`src/rtl/fpu_mul_issue_queue.sv`:
```
// rtl/fpu_mul_issue_queue.sv - credit-gated issue queue in front of the fixed-latency FP multiplier
// Tags wait in one FIFO while operands fly; results land in a second FIFO and pair with the tag head.
module fpu_mul_issue_queue #(
    parameter int FRAC_WIDTH = 24,
    parameter int EXP_WIDTH  = 8,
    parameter int TAG_WIDTH  = 5,
    parameter int DEPTH      = 16,
    localparam int DW        = FRAC_WIDTH + EXP_WIDTH
) (
    input  logic                 clkIn,
    input  logic                 rstIn,
    input  logic                 reqValidIn,
    output logic                 reqReadyOut,
    input  logic [DW-1:0]        reqAIn,
    input  logic [DW-1:0]        reqBIn,
    input  logic [TAG_WIDTH-1:0] reqTagIn,
    output logic                 mulValidOut,
    output logic [DW-1:0]        mulAOut,
    output logic [DW-1:0]        mulBOut,
    input  logic                 mulValidIn,
    input  logic [DW-1:0]        mulDataIn,
    output logic                 rspValidOut,
    input  logic                 rspReadyIn,
    output logic [DW-1:0]        rspDataOut,
    output logic [TAG_WIDTH-1:0] rspTagOut,
    output logic                 busyOut,
    output logic                 errorOut
);

    localparam int AW = $clog2(DEPTH);
    localparam int PW = AW + 1;
    localparam int CW = $clog2(DEPTH + 1);

    logic [CW-1:0]        r_outstanding;
    logic                 r_mul_valid;
    logic [DW-1:0]        r_mul_a;
    logic [DW-1:0]        r_mul_b;
    logic                 r_error;

    logic [TAG_WIDTH-1:0] r_tag_mem [DEPTH];
    logic [DW-1:0]        r_res_mem [DEPTH];
    logic [PW-1:0]        r_tag_wr_ptr;
    logic [PW-1:0]        r_tag_rd_ptr;
    logic [PW-1:0]        r_res_wr_ptr;
    logic [PW-1:0]        r_res_rd_ptr;

    logic                 w_req_fire;
    logic                 w_rsp_fire;
    logic                 w_tag_empty;
    logic                 w_res_empty;
    logic                 w_res_full;
    logic                 w_res_push;
    logic                 w_res_err;

    // Ready depends only on the credit count, so a full queue reopens one cycle after a pop.
    assign reqReadyOut = (r_outstanding < CW'(DEPTH));
    assign w_req_fire  = reqValidIn & reqReadyOut;
    assign w_rsp_fire  = rspValidOut & rspReadyIn;

    assign w_tag_empty = (r_tag_wr_ptr == r_tag_rd_ptr);
    assign w_res_empty = (r_res_wr_ptr == r_res_rd_ptr);
    assign w_res_full  = (r_res_wr_ptr[AW-1:0] == r_res_rd_ptr[AW-1:0]) &&
                         (r_res_wr_ptr[AW] != r_res_rd_ptr[AW]);

    // A result with no tag waiting or no room is dropped and flagged; credits make this unreachable.
    assign w_res_err   = mulValidIn & (w_res_full | w_tag_empty);
    assign w_res_push  = mulValidIn & ~w_res_full & ~w_tag_empty;

    assign mulValidOut = r_mul_valid;
    assign mulAOut     = r_mul_a;
    assign mulBOut     = r_mul_b;

    assign rspValidOut = ~w_res_empty;
    assign rspDataOut  = r_res_mem[r_res_rd_ptr[AW-1:0]];
    assign rspTagOut   = r_tag_mem[r_tag_rd_ptr[AW-1:0]];

    assign busyOut     = (r_outstanding != '0);
    assign errorOut    = r_error;

    always_ff @(posedge clkIn or posedge rstIn) begin
        if (rstIn) begin
            r_outstanding <= '0;
        end else if (w_req_fire && !w_rsp_fire) begin
            r_outstanding <= r_outstanding + CW'(1);
        end else if (!w_req_fire && w_rsp_fire) begin
            r_outstanding <= r_outstanding - CW'(1);
        end
    end

    always_ff @(posedge clkIn or posedge rstIn) begin
        if (rstIn) begin
            r_mul_valid <= 1'b0;
            r_mul_a     <= '0;
            r_mul_b     <= '0;
        end else begin
            r_mul_valid <= w_req_fire;
            if (w_req_fire) begin
                r_mul_a <= reqAIn;
                r_mul_b <= reqBIn;
            end
        end
    end

    always_ff @(posedge clkIn or posedge rstIn) begin
        if (rstIn) begin
            r_tag_wr_ptr <= '0;
            r_tag_rd_ptr <= '0;
            r_res_wr_ptr <= '0;
            r_res_rd_ptr <= '0;
        end else begin
            if (w_req_fire) begin
                r_tag_wr_ptr <= r_tag_wr_ptr + PW'(1);
            end
            if (w_res_push) begin
                r_res_wr_ptr <= r_res_wr_ptr + PW'(1);
            end
            if (w_rsp_fire) begin
                r_tag_rd_ptr <= r_tag_rd_ptr + PW'(1);
                r_res_rd_ptr <= r_res_rd_ptr + PW'(1);
            end
        end
    end

    always_ff @(posedge clkIn) begin
        if (w_req_fire) begin
            r_tag_mem[r_tag_wr_ptr[AW-1:0]] <= reqTagIn;
        end
        if (w_res_push) begin
            r_res_mem[r_res_wr_ptr[AW-1:0]] <= mulDataIn;
        end
    end

    always_ff @(posedge clkIn or posedge rstIn) begin
        if (rstIn) begin
            r_error <= 1'b0;
        end else if (w_res_err) begin
            r_error <= 1'b1;
        end
    end

endmodule
```
`config.mk`:
```
export PLATFORM = sky130hd
export DESIGN_NAME = fpu_mul_issue_queue
export DESIGN_NICKNAME = d
export VERILOG_FILES = /design/src/rtl/fpu_mul_issue_queue.sv
export SDC_FILE = /design/constraint.sdc
export NUM_CORES = 1
export LEC_CHECK = 0
export CAP_MARGIN = 0
export CORE_MARGIN = 8
export CORE_UTILIZATION = 25
export DETAILED_ROUTE_END_ITERATION = 16
export PLACE_DENSITY = 0.4
export SYNTH_ARGS = -nofsm -noshare
export SYNTH_HDL_FRONTEND = slang
export SYNTH_SLANG_ARGS = --single-unit
```
`constraint.sdc`:
```
create_clock -name clkIn -period 5.8 [get_ports clkIn]
set_clock_uncertainty 0.1 [all_clocks]
set_input_delay 1.74 -clock clkIn [delete_from_list [all_inputs] [get_ports clkIn]]
set_output_delay 1.74 -clock clkIn [all_outputs]
set_load 0.01 [all_outputs]
```
Word-level counts from Yosys, hierarchy flattened --
Memories as Yosys holds them, arrays and structs flattened. Index checks and enable logic that the tools add are counted.
Cells by class: add/sub/neg operators 6, magnitude comparators 1, bitwise logic cells 9, multiplexer cells 6, reduce and logical (&&, ||, !) cells 7, equal/unequal tests 4
Operators by type and width (number):
- adder 5 x 1 -> 5 bit, second input constant | 5
- == test 5 bit | 2
- 2-to-1 mux 5 bit | 2
- bitwise AND 1 bit | 5
- less-than comparator 5 bit, second input constant | 1
- nonzero test 5 bit | 1
- subtractor 5 x 1 -> 5 bit, second input constant | 1
- == test 4 bit | 1
- 2-to-1 mux 1 bit | 4
- logical AND 1 bit | 3
- inverter 1 bit | 3
- logical NOT 1 bit | 2
- nonzero test 2 bit | 1
- inequality test 1 bit | 1
- bitwise OR 1 bit | 1
Storage, ports and cells: bits of input ports 106, bits in registers 91, bits in writable memories 592, memories kept 2, output and inout bits 106, word-level logic and storage cells 44
Memory list:
- r_res_mem | words 16, bits a word 32, read ports 1, clocked after memory_dff 0, wr ports 1, RTL line 41 | logic [DW-1:0] r_res_mem [DEPTH];
- r_tag_mem | words 16, bits a word 5, read ports 1, clocked after memory_dff 0, wr ports 1, RTL line 40 | logic [TAG_WIDTH-1:0] r_tag_mem [DEPTH];

Logic depth before layout (Yosys ltp) --
depth in word-level cells 7, depth in mapped cells 14, mapped depth without buffers 12

Worst setup path before layout --
Ideal clock, no wire load.
kind input -> register, start input mulValidIn, end memory r_res_mem[3][0] (netlist name) (enable), slack 834 ps, required time 5239 ps, stages on the path 3, buffers on the path 0, setup time 461 ps, arrival 4405 ps, path through a21boi_2 -> nand3_1 -> nor3_1
Between the ends: cells in the longest elaborated chain, start to end 4
Ends and longest elaborated chain:
- from (decl) | RTL line 20 | input logic mulValidIn,
- bitwise AND 1 bit (2 in a row) | RTL line 67 | assign w_res_push = mulValidIn & ~w_res_full & ~w_tag_empty;
- 2-to-1 mux 1 bit | RTL line 128 | if (w_res_push) begin
- 2-to-1 mux 1 bit (implied by the code) | RTL line 129 | r_res_mem[r_res_wr_ptr[AW-1:0]] <= mulDataIn;
- to (decl) | RTL line 41
Every way passes these cells.

Worst setup path after layout --
start register r_res_rd_ptr[0], end output rspDataOut[8]
Between the ends: cells in the longest elaborated chain, start to end 1
Ends and longest elaborated chain:
- from (decl) | RTL line 45 | logic [PW-1:0] r_res_rd_ptr;
- from (signal assigned) | RTL line 119 | r_res_rd_ptr <= r_res_rd_ptr + PW'(1);
- memory (16 x 32 bit)
- to (decl) | RTL line 24 | output logic [DW-1:0] rspDataOut,
Every way passes these cells.

==> summary.md <==
| Metric | Value |
|---|---|
| Outcome | finished clean |
| Max-cap violations | 0 |
| Dpl cells | 2,839 |
| Final wirelength | 67.3 mm |
| Initial antenna violation count | 9 |
| Worst Setup Start Kind | flop |
| Core area | 0.105 mm2 |
| CTS tree | built |
| Filler cells | 10,100 |
| Placement row count | 119 |
| # DRC | 0 |
| Kind of critical path | reg2out |
| Full die area | 0.117 mm2 |
| Worst hold path class | reg2reg |
| Gr usage total | 11.5% |
| Sequential cell area | 0.0201 mm2 |
| DR vias | 12,800 |
| Non-filler cells, final | 2,984 |
| CTS H-tree depth | 3 |
| Slew Limit Headroom | 28.6% |
| Power Density | 506 mW/mm2 |
| Final #Nets | 1,650 |
| Detailed Route Iter0 Violations | 644 |
| Mapped Avg Cell Area | 21.1 um2 |
| Slowest cell on crit path | dfrtp_4 |
| CP Data Required Time | 3.96 ns |
| Routed Antenna Nets | 0 |
| DR pass1 iterations | 4 |
| Placed Area | 0.0307 mm2 |
| Syn Inst Count | 1,258 |
| Vias/cell | 4.29 |
| Cell Area, Synth | 0.0265 mm2 |
| Yosys reg bits | 683 |
| Crit. End Element | primary output |
| Peak fanout along the critical path | 32 |
| Routed len/inst | 22.6 um |
| Post-CTS sizing | 0 |
| Peak supply drop | 0.218 mV |
| Worst path top cell family by delay | buffers and inverters |
| Area of the multi-input gates | 0.00617 mm2 |
| Synth unique cells | 37 |
| Fmax achieved | 181 MHz |
| HPWL Detailed | 40.4 mm |
| RSZ-0062 raised after global routing | false |
| Most common cell after layout, fill and taps aside | edfxtp_1 |
| Initial Util | 25.2% |
| Mapped Nets | 1,380 |
| CTS max path bufs | 3 |
| Worst EP arrival | 3.68 ns |
| Die width | 342 um |
| Pin slew with the least headroom to its limit | 1.07 ns |
| Commonest non-fill, non-tap cells in the layout | edfxtp_1 (592), clkdlybuf4s50_1 (211), mux4_2 (148) |
| Tcrit/Tclk final | 95.2% |
| First-pass GRT wire length | 99.3 mm |
| Predominant post-synthesis flop cell | edfxtp_1 |
| Share of post-route cells with drive strength above 1 | 25.0% |
| IO Port Bufs | 211 |
| CP Buf/Inv Count | 2 |
| Final instance area | 0.0331 mm2 |
| CTS root buffer | clkbuf_16 |
| Worst skew pair latency | 0.62 ns |
| Synth warnings | 0 |
| Total gr overflow | 0 |
| Leakage Power | 0.0107 uW |
| Largest net degree at the start of global routing | 68 |
| Post-synth EDFFs | 592 |
| Cells along the critical path | buf_4, mux4_2, nor2b_1, a211oi_1, a21oi_1, clkdlybuf4s50_1 |
| Post-CTS setup buffer count | 0 |
| Hold_buf cts | 0 |
| Clk pin slew, worst setup/hold paths | 0.06 ns |
| Asr flop ratio synth | 13.3% |
| Layout area overhead | 24.8% |
| Minimum clock period after layout | 5.52 ns |
| # setup viols final | 0 |
| Slew Limit Fails | 0 |
| GPL Wtd Cong | 0.691 |
| Post-synthesis sequential area ratio | 75.6% |
| Crit-path max cell delay | 0.90 ns |
| Vias in the first global route | 14,000 |
| TritonCTS buffer count | 78 |
| CTS Sinks | 683 |
| Top Ports | 212 |
| Setup TNS Final | 0 ns |
| Final hold vios | 0 |
| DIE HEIGHT | 342 um |
worst paths after layout:
path	from	to	slack, ns	cells after the start
worst max register to register	r_res_rd_ptr[3]$_DFFE_PP0P_	r_outstanding[4]$_DFFE_PP0P_	2.07	12
worst min register to register	errorOut$_DFFE_PP0P_	errorOut$_DFFE_PP0P_	0.35	1
worst max-delay path	r_res_rd_ptr[0]$_DFFE_PP0P_	rspDataOut[8]	0.28	6
worst min-delay path	errorOut$_DFFE_PP0P_	errorOut$_DFFE_PP0P_	0.35	1
max in group asynchronous	rstIn	mulAOut[24]$_DFFE_PP0P_	3.31	3
min in group asynchronous	rstIn	mulBOut[5]$_DFFE_PP0P_	1.36	2
cell type report:
class                           count  share of cell area (%)
Antenna cell                        7                  0.0529
Clock buffer                       90                    6.03
Clock inverter                     48                    1.30
Inverter                           10                   0.117
Multi-Input combinational cell    496                    18.6
Sequential cell                   683                    60.6
Tap cell                         1391                    5.25
Timing Repair Buffer              259                    8.03
synthesized netlist by cell type (2+ instances only):
master / count / area, um2
nand2_1: 17 / 63.8
clkbuf_1: 32 / 120
buf_1: 2 / 7.51
nor3_1: 9 / 45.0
a211oi_1: 37 / 278
buf_4: 4 / 30.0
a21oi_1: 39 / 195
mux2_2: 65 / 732
dfrtp_1: 91 / 2280
buf_2: 20 / 100
and3_1: 3 / 18.8
nand2b_1: 4 / 25.0
mux2i_1: 37 / 370
o21ai_0: 6 / 30.0
nand4_1: 5 / 31.3
inv_1: 10 / 37.5
xnor2_1: 18 / 158
nand3_1: 8 / 40.0
nor2_1: 23 / 86.3
ha_1: 15 / 188
mux4_2: 148 / 3330
edfxtp_1: 592 / 17800
buf_6: 8 / 90.1
buf_8: 2 / 30.0
xor2_1: 13 / 114
nor2b_1: 39 / 244
registers in the layout (all words and copies together) (netlist names):
register,count
r_res_mem,512
r_tag_mem,80
mulAOut,32
mulBOut,32
r_outstanding,5
r_res_rd_ptr,5
r_res_wr_ptr,5
r_tag_rd_ptr,5
r_tag_wr_ptr,5
errorOut,1
mulValidOut,1
routing by layer:
metal	up-vias	GRT usage (%)	routed length (um)
met5	-	0	27
met4	4	3.80	1480
met3	99	2.13	2450
met2	188	19.7	34300
met1	6839	14.6	29000
li1	5671	-	-
power by group:
part / switching, uW / internal, uW
Clock: 2000 / 2710
Combinational: 2460 / 2790
Sequential: 711 / 6110
Total: 5170 / 11600
logic make-up (layout without fill, tap and decap cells):
| logic type | Yosys count | after routing | synth area share (%) |
|---|---|---|---|
| AOI/OAI and AO/OA | 86 | 86 | 2.02 |
| and+or+nand+nor | 112 | 112 | 2.24 |
| DFF | 683 | 683 | 75.6 |
| other | 0 | 7 | 0 |
| buffers and inverters | 79 | 407 | 1.58 |
| muxes | 251 | 251 | 16.8 |
| adders and majority gates | 16 | 16 | 0.783 |
| xor gates and xnor gates | 31 | 31 | 1.02 |
worst register-to-register path: cells and delay by family (launching register included):
family | cells | cell delay, ns
simple gates | 3 | 0.86
fa+ha+maj | 2 | 0.51
compound gates | 3 | 0.51
buf+inv | 2 | 0.20
flops | 1 | 1.10
xor+xnor | 2 | 0.37
through the flow:
step | hold slack (ns) | util, % | setup slack [ns] | total power (uW)
floorplan | 0.360 | - | 0.834 | 9860
global placement | 0.344 | 29.1 | 0.879 | 12400
finish | 0.354 | 31.5 | 0.278 | 16800
global route | 0.390 | 31.5 | 0.0170 | 17700
detailed placement | 0.348 | 29.1 | 0.903 | 12400
CTS | 0.362 | 31.5 | 0.171 | 17200
(Power assumes the default switching activity.)
